$ cat src/rtl/addsub_result_fifo.sv
// Result buffer behind the 4-bit adder-subtractor: stores each result with its
// status flags, cross-checks the arithmetic, and queues entries with valid/ready on both sides.
module addsub_result_fifo #(
  parameter int DEPTH = 4,
  parameter int CNT_W = 8
) (
  input  logic                     clk,
  input  logic                     rst,
  input  logic                     in_valid,
  output logic                     in_ready,
  input  logic [3:0]               in_a,
  input  logic [3:0]               in_b,
  input  logic                     in_sub,
  input  logic [3:0]               in_sum,
  input  logic                     in_carry,
  output logic                     out_valid,
  input  logic                     out_ready,
  output logic [3:0]               out_sum,
  output logic                     out_carry,
  output logic                     out_zero,
  output logic                     out_neg,
  output logic                     out_ovf,
  output logic                     out_borrow,
  output logic [$clog2(DEPTH):0]   level,
  output logic [CNT_W-1:0]         op_count,
  output logic                     chk_err
);

  localparam int PW      = $clog2(DEPTH);
  localparam int LW      = PW + 1;
  localparam int ENTRY_W = 9;

  localparam logic [PW-1:0]    PTR_ONE  = PW'(1);
  localparam logic [LW-1:0]    LVL_ONE  = LW'(1);
  localparam logic [LW-1:0]    LVL_ZERO = LW'(0);
  localparam logic [LW-1:0]    LVL_FULL = LW'(DEPTH);
  localparam logic [CNT_W-1:0] CNT_ONE  = CNT_W'(1);

  // Entry layout: {sum[3:0], carry, zero, neg, ovf, borrow}
  function automatic logic [ENTRY_W-1:0] packEntry(
    input logic [3:0] a,
    input logic [3:0] b,
    input logic       sub,
    input logic [3:0] sum,
    input logic       carry
  );
    logic [3:0] bx;
    logic       zero;
    logic       neg;
    logic       ovf;
    logic       borrow;
    bx     = b ^ {4{sub}};
    zero   = (sum == 4'h0);
    neg    = sum[3];
    ovf    = (a[3] == bx[3]) && (sum[3] != a[3]);
    borrow = sub && !carry;
    return {sum, carry, zero, neg, ovf, borrow};
  endfunction

  // Recomputes the adder result and reports any disagreement with the bus.
  function automatic logic sumMismatch(
    input logic [3:0] a,
    input logic [3:0] b,
    input logic       sub,
    input logic [3:0] sum,
    input logic       carry
  );
    logic [3:0] bx;
    logic [4:0] ref5;
    bx   = b ^ {4{sub}};
    ref5 = {1'b0, a} + {1'b0, bx} + {4'b0000, sub};
    return (ref5[3:0] != sum) || (ref5[4] != carry);
  endfunction

  logic [ENTRY_W-1:0] mem_r [DEPTH];
  logic [PW-1:0]      wrPtr_r;
  logic [PW-1:0]      rdPtr_r;
  logic [LW-1:0]      level_r;
  logic               inReady_r;
  logic               outValid_r;
  logic [CNT_W-1:0]   opCount_r;
  logic               chkErr_r;

  logic               pushEn_s;
  logic               popEn_s;
  logic [LW-1:0]      nextLevel_s;
  logic [ENTRY_W-1:0] newEntry_s;
  logic               newBad_s;
  logic [ENTRY_W-1:0] headEntry_s;

  // Handshake decode, next occupancy and the entry/check derived from the input bus.
  always_comb begin
    pushEn_s    = in_valid && inReady_r;
    popEn_s     = out_ready && outValid_r;
    newEntry_s  = packEntry(in_a, in_b, in_sub, in_sum, in_carry);
    newBad_s    = sumMismatch(in_a, in_b, in_sub, in_sum, in_carry);
    nextLevel_s = level_r;
    case ({pushEn_s, popEn_s})
      2'b10:   nextLevel_s = level_r + LVL_ONE;
      2'b01:   nextLevel_s = level_r - LVL_ONE;
      default: nextLevel_s = level_r;
    endcase
  end

  // Storage, pointers, occupancy and status registers.
  always_ff @(posedge clk) begin
    if (rst) begin
      for (int i = 0; i < DEPTH; i++) begin
        mem_r[i] <= '0;
      end
      wrPtr_r    <= '0;
      rdPtr_r    <= '0;
      level_r    <= LVL_ZERO;
      inReady_r  <= 1'b1;
      outValid_r <= 1'b0;
      opCount_r  <= '0;
      chkErr_r   <= 1'b0;
    end else begin
      if (pushEn_s) begin
        mem_r[wrPtr_r] <= newEntry_s;
        wrPtr_r        <= wrPtr_r + PTR_ONE;
        opCount_r      <= opCount_r + CNT_ONE;
        if (newBad_s) begin
          chkErr_r <= 1'b1;
        end
      end
      if (popEn_s) begin
        rdPtr_r <= rdPtr_r + PTR_ONE;
      end
      // Ready/valid are kept as flops so neither depends on the consumer's out_ready.
      level_r    <= nextLevel_s;
      inReady_r  <= (nextLevel_s < LVL_FULL);
      outValid_r <= (nextLevel_s != LVL_ZERO);
    end
  end

  // Head fields read straight from storage and forced to zero while empty.
  always_comb begin
    headEntry_s = mem_r[rdPtr_r];
    if (outValid_r) begin
      {out_sum, out_carry, out_zero, out_neg, out_ovf, out_borrow} = headEntry_s;
    end else begin
      {out_sum, out_carry, out_zero, out_neg, out_ovf, out_borrow} = '0;
    end
  end

  assign in_ready  = inReady_r;
  assign out_valid = outValid_r;
  assign level     = level_r;
  assign op_count  = opCount_r;
  assign chk_err   = chkErr_r;

endmodule

$ cat config.mk
export PLATFORM = sky130hd
export DESIGN_NAME = addsub_result_fifo
export DESIGN_NICKNAME = d
export VERILOG_FILES = /design/src/rtl/addsub_result_fifo.sv
export SDC_FILE = /design/constraint.sdc
export NUM_CORES = 1
export LEC_CHECK = 0
export ABC_AREA = 1
export CELL_PAD_IN_SITES_DETAIL_PLACEMENT = 0
export CELL_PAD_IN_SITES_GLOBAL_PLACEMENT = 1
export CORE_MARGIN = 5
export CORE_UTILIZATION = 43
export CTS_CLUSTER_SIZE = 40
export DETAILED_ROUTE_END_ITERATION = 16
export GPL_TIMING_DRIVEN = 0
export PLACE_DENSITY_LB_ADDON = 0.1
export SLEW_MARGIN = 20
export SYNTH_ARGS = -nofsm -noshare
export SYNTH_HDL_FRONTEND = slang
export SYNTH_SLANG_ARGS = --single-unit
$ cat constraint.sdc
create_clock -name clk -period 6.3 [get_ports clk]
set_input_delay 1.89 -clock clk [delete_from_list [all_inputs] [get_ports clk]]
set_output_delay 1.89 -clock clk [all_outputs]
set_load 0.01 [all_outputs]
# ---- Word-level counts from Yosys, hierarchy flattened
# Memory sizes are Yosys's and may differ from the RTL's. A register that Yosys moved wholly into a read port is not among the register bits.
# Cells that the tools add are included.
dict set report totals {
  reg_bits 18
  ramBits 36
  input_bits 18
  output_inout_bits 23
  mem_count 1
}
dict set report classes {
  add_sub_neg 7
  n_lt_le_gt_ge 1
  n_eq_ne 6
  mux 17
  n_bitwise 1
  n_reduce_logical 10
}
# name words word_bits read_ports rd_clocked_by_memory_dff write_ports line_no
set mem_list {}
lappend mem_list {mem_r 4 9 1 1 4 75} ;# logic [ENTRY_W-1:0] mem_r [DEPTH];
# op count
set op_table {}
lappend op_table {{$mux 1} 11}
lappend op_table {{$mux 9} 1}
lappend op_table {{$reduce_or 9->1} 1}
lappend op_table {{$add 8x1->8 const B} 1}
lappend op_table {{$mux 2} 3}
lappend op_table {{$pmux 3 s2} 1}
lappend op_table {{$add 4x4->5} 1}
lappend op_table {{$add 5x1->5} 1}
lappend op_table {{$add 2x1->2 const B} 2}
lappend op_table {{$logic_and 1x1->1} 4}
lappend op_table {{$logic_not 4->1} 1}
lappend op_table {{$mux 4} 1}
lappend op_table {{$ne 4x4->1} 1}
lappend op_table {{$xor 4x4->4} 1}
lappend op_table {{$add 3x1->3 const B} 1}
lappend op_table {{$lt 3x3->1 const B} 1}
lappend op_table {{$reduce_bool 3->1} 1}
lappend op_table {{$sub 3x1->3 const B} 1}
lappend op_table {{$eq 2x1->1 const B} 1}
lappend op_table {{$eq 2x2->1 const B} 1}
lappend op_table {{$ne 1x1->1} 2}
lappend op_table {{$reduce_and 2->1} 1}
lappend op_table {{$eq 1x1->1} 1}
lappend op_table {{$logic_not 1->1} 1}
lappend op_table {{$logic_or 1x1->1} 1}

# ---- Longest topological paths before layout
dict set report depth {
  word_depth 6
  ltp_mapped 14
}

# ---- Least setup slack after synthesis
# No wires, ideal clock.
dict set report synth_timing {
  kind {input -> register}
  start {input in_sub}
  end {register chkErr_r, in the netlist chk_err}
  setup_time_ns 0.112
  arrival_time_ns 3.156
  t_required_ns 6.188
  slack_ns 3.032
  path_stages 11
  path_cell_list {clkbuf_2 inv_1 nand2_1 nand2_1 fa_1 xor2_1 nand3_1 nor2_1 nand3_1 nand2_1 nand2_1}
}
dict set report synth_between {
  elab_chain_len 6
}
# item line_no
set synth_lines {}
lappend synth_lines {{from (decl)} 13} ;# input logic in_sub,
lappend synth_lines {{$xor 4x4->4} 70} ;# bx = b ^ {4{sub}};
lappend synth_lines {{$add 4x4->5} 71} ;# ref5 = {1'b0, a} + {1'b0, bx} + {4'b0000, sub};
lappend synth_lines {{$add 5x1->5 *} 71}
lappend synth_lines {{$ne 4x4->1 / $ne 1x1->1 (equally long branches)} 72} ;# return (ref5[3:0] != sum) || (ref5[4] != carry);
lappend synth_lines {{$logic_or 1x1->1 *} 72}
lappend synth_lines {{$reduce_and 2->1 (no line) *} n/a}
lappend synth_lines {{to (signal assigned)} 117} ;# chkErr_r <= 1'b0;
lappend synth_lines {{to (signal assigned)} 124} ;# chkErr_r <= 1'b1;
lappend synth_lines {{to (decl)} 82} ;# logic chkErr_r;
# Every way passes the cells marked *; elsewhere a longest branch is shown, timed or not.
# A chain may end at the register's enable or synchronous reset.

==> impl_results.md <==
* Status: completed
* Gr usage total at 0.155
* Slew margin rel. at 0.578
* Chip Width at 88.0 um
* Core ar. at 0.00592 mm2
* R2R cell count at 10
* Syn Nets at 335
* Root Driver: clkbuf_8
* Vias in the first global route at 2022
* Commonest cells in the synthesized netlist: nor2_1 (77), nand2_1 (52), inv_1 (36), edfxtp_1 (32)
* Post-CTS setup buffers at 0
* Period utilization at 0.626
* Starting density of the core at 0.442
* CP Data Required Time at 4.41 ns
* Final wirelength at 5460 um
* HP Start: chk_err
* Cell Pwr Density at 281 mW/mm2
* Synth warn at 0
* Inserted Clock Buffers at 5
* Worst r2r src: out_valid
* H-tree Lvls at 2
* Die span in y at 88.0 um
* Unique masters post-synth at 25
* WHS Path Cells at 2
* Final hold viol count at 0
* Bufs and invs on worst path at 5
* Max frequency at 0.254 GHz
* Syn Inst Count at 310
* Worst VDD drop at 155 uV
* Synth top area cells: edfxtp_1 (37%), dfxtp_1 (15%), nor2_1 (11%)
* Final ANT Viol Nets at 0
* Layout overhead on the synthesized area at 21.4%
* Layout cells sized above 1 at 0.0927
* Post-cts sizing count at 0
* Met1 global-route usage at 0.193
* Clock Sinks at 52
* Clk pin slew, worst setup/hold paths at 0.09 ns
* Post-synthesis register bit count at 52
* Leak pwr at 1.32 nW
* Dpl hpwl at 4040 um
* CP delay by family, top: buffers and inverters
* Worst Setup End Kind: output port
* Final setup skew at 0.00889 ns
* Post-synth top flop: edfxtp_1
* Worst Path Arrival at 2.05 ns
* CTS Hold Buffers Added at 0
* Post-synth top area cell: edfxtp_1
* Initial antenna violation count at 0
* Synth async-reset ratio at 0
* Hold endpoint: chk_err
* CTS tree: yes
* Sequential-to-total area share from yosys stat at 0.520
* Reg2Reg Setup Slack at 4.60 ns
* Final Setup Violations at 0
* Cell Chain, Critical Path: buf_2 -> inv_2 -> clkbuf_2 -> o21ai_0 -> a21oi_1 -> buf_4 -> clkdlybuf4s50_1
* Drt first pass iters at 4
* Worst Tran Pin Value at 0.626 ns
* Max cap viols at 0
* CP Launch Type: flop
* GR Layer Usage met3 at 0.0357
* Global route hottest layer: met2
* Fin nets at 380
* Met2 usage at 0.266
* Worst Path Max Fanout at 10
* Setup TNS at 0 ns
* First-pass GRT wire length at 9240 um
* Mapped Area at 0.00262 mm2
* DRT iter0 DRCs at 93
* RSZ-0062 raised after global routing: no
* Number of buffers added on ports at 38
* Skew-Pair Late Insertion Delay at 0.30 ns
* Most common cell in the netlist: nor2_1
* Synth Area per Inst at 8.44 um2
* Vias per cell at 4.74
* Worst hold margin at 0.470 ns
* Final slew viol count at 0
* Drt wl/cell at 12.7 um
* Critical R2R Capture: out_valid
* Post-route DRC at 0
* Number of flops mapped to enable cells by yosys at 32
* I/O pin count at 41
* Gr ovfl total at 0
* Largest stage delay on the critical path at 0.52 ns
* Min cycle time layout at 3.94 ns
* Diode count at 0
* Top-area cell type share of the netlist area at 0.367
* Min-delay worst type: flop to flop
* CTS Buffer Depth at 2
* FP Rows at 28
* Largest net degree at the start of global routing at 16
* DR vias at 2044
* Die ar. at 0.00775 mm2
* Placer Congestion at 0.820
* WS Path Type: flop to output port
* Crit path max-delay cell type: clkdlybuf4s50_1
[layer usage]
metal,part of all wire,wire (um),vias to the layer above
met5,0,0,-
li1,-,-,1069
met4,0.021,116,0
met1,0.44,2390,919
met3,0.050,273,12
met2,0.49,2680,44
[cell type report]
| cell class | instances | area (um2) |
|---|---|---|
| clock inverter | 1 | 8.76 |
| buffer | 9 | 62.6 |
| sequential | 52 | 1360 |
| timing repair buffer | 38 | 380 |
| inverter | 39 | 146 |
| clock buffer | 7 | 76.3 |
| fill | 588 | 2740 |
| multi-input combinational | 210 | 1050 |
| tap | 75 | 93.8 |
[layout by cell type (no fill, tap or decap), types with 3 or more instances in the layout]
master	Yosys	layout
ha_1	5	5
clkdlybuf4s50_1	0	38
clkbuf_8	0	5
nand2_1	52	52
o21ai_0	20	20
xnor2_1	3	3
nand3_1	11	11
a21oi_1	14	14
nor2_1	77	77
inv_2	3	3
nand2_2	6	6
edfxtp_1	32	32
dfxtp_1	20	20
buf_2	3	3
inv_1	36	36
nor2_4	6	6
xor2_1	6	6
[flip-flops by register name (all words and copies together), names as in the netlist, named ones only]
name       cells
chk_err        1
in_ready       1
level          3
mem_r         32
op_count       8
out_valid      1
rdPtr_r        2
wrPtr_r        2
[how the worst max path moves through the flow]
stage                 start          to  slack, ns  depth (start not counted)
floorplan            in_sub     chk_err       3.03                         11
global placement    in_a[0]     chk_err       2.50                         11
detailed placement  in_a[0]     chk_err       2.51                         11
CTS                    flop  out_sum[3]       2.33                          7
global route           flop  out_sum[3]       2.22                          7
finish                 flop  out_sum[3]       2.36                          7
[power by group]
group	total, W	switching, W	internal, W
registers	0.000421	0.0000200	0.000401
logic	0.000285	0.000159	0.000126
clock network	0.000189	0.000109	0.0000797
[worst reg2reg max path, stage by stage, from the launching register on]
cell	delay (ns)
dfxtp_1	0.37
nand2_1	0.06
inv_1	0.10
ha_1	0.15
inv_1	0.06
fa_1	0.48
nor2_1	0.04
a21oi_1	0.15
nand2_1	0.08
nand2_1	0.06
nand2_1	0.05
[kinds of logic after synthesis]
group	count (synthesis)	synth area share
compound gates	36	0.0708
fa+ha+maj	7	0.0392
flops	52	0.520
simple gates	158	0.260
xor+xnor	9	0.0301
buf+inv	48	0.0798
[per-stage QoR]
step           instance area (um2)   util  instances  worst slack, ns  total power (W)
6_report                      3180  0.537        431             2.36         0.000894
5_1_grt                       3180  0.537        431             2.22         0.000953
4_1_cts                       3180  0.537        431             2.33         0.000901
3_5_place_dp                  3090  0.522        423             2.51         0.000717
3_3_place_gp                  3090  0.522        423             2.50         0.000715
2_1_floorplan                 2620      -        310             3.03         0.000599
No activity file was read; power rests on OpenSTA's default activity.
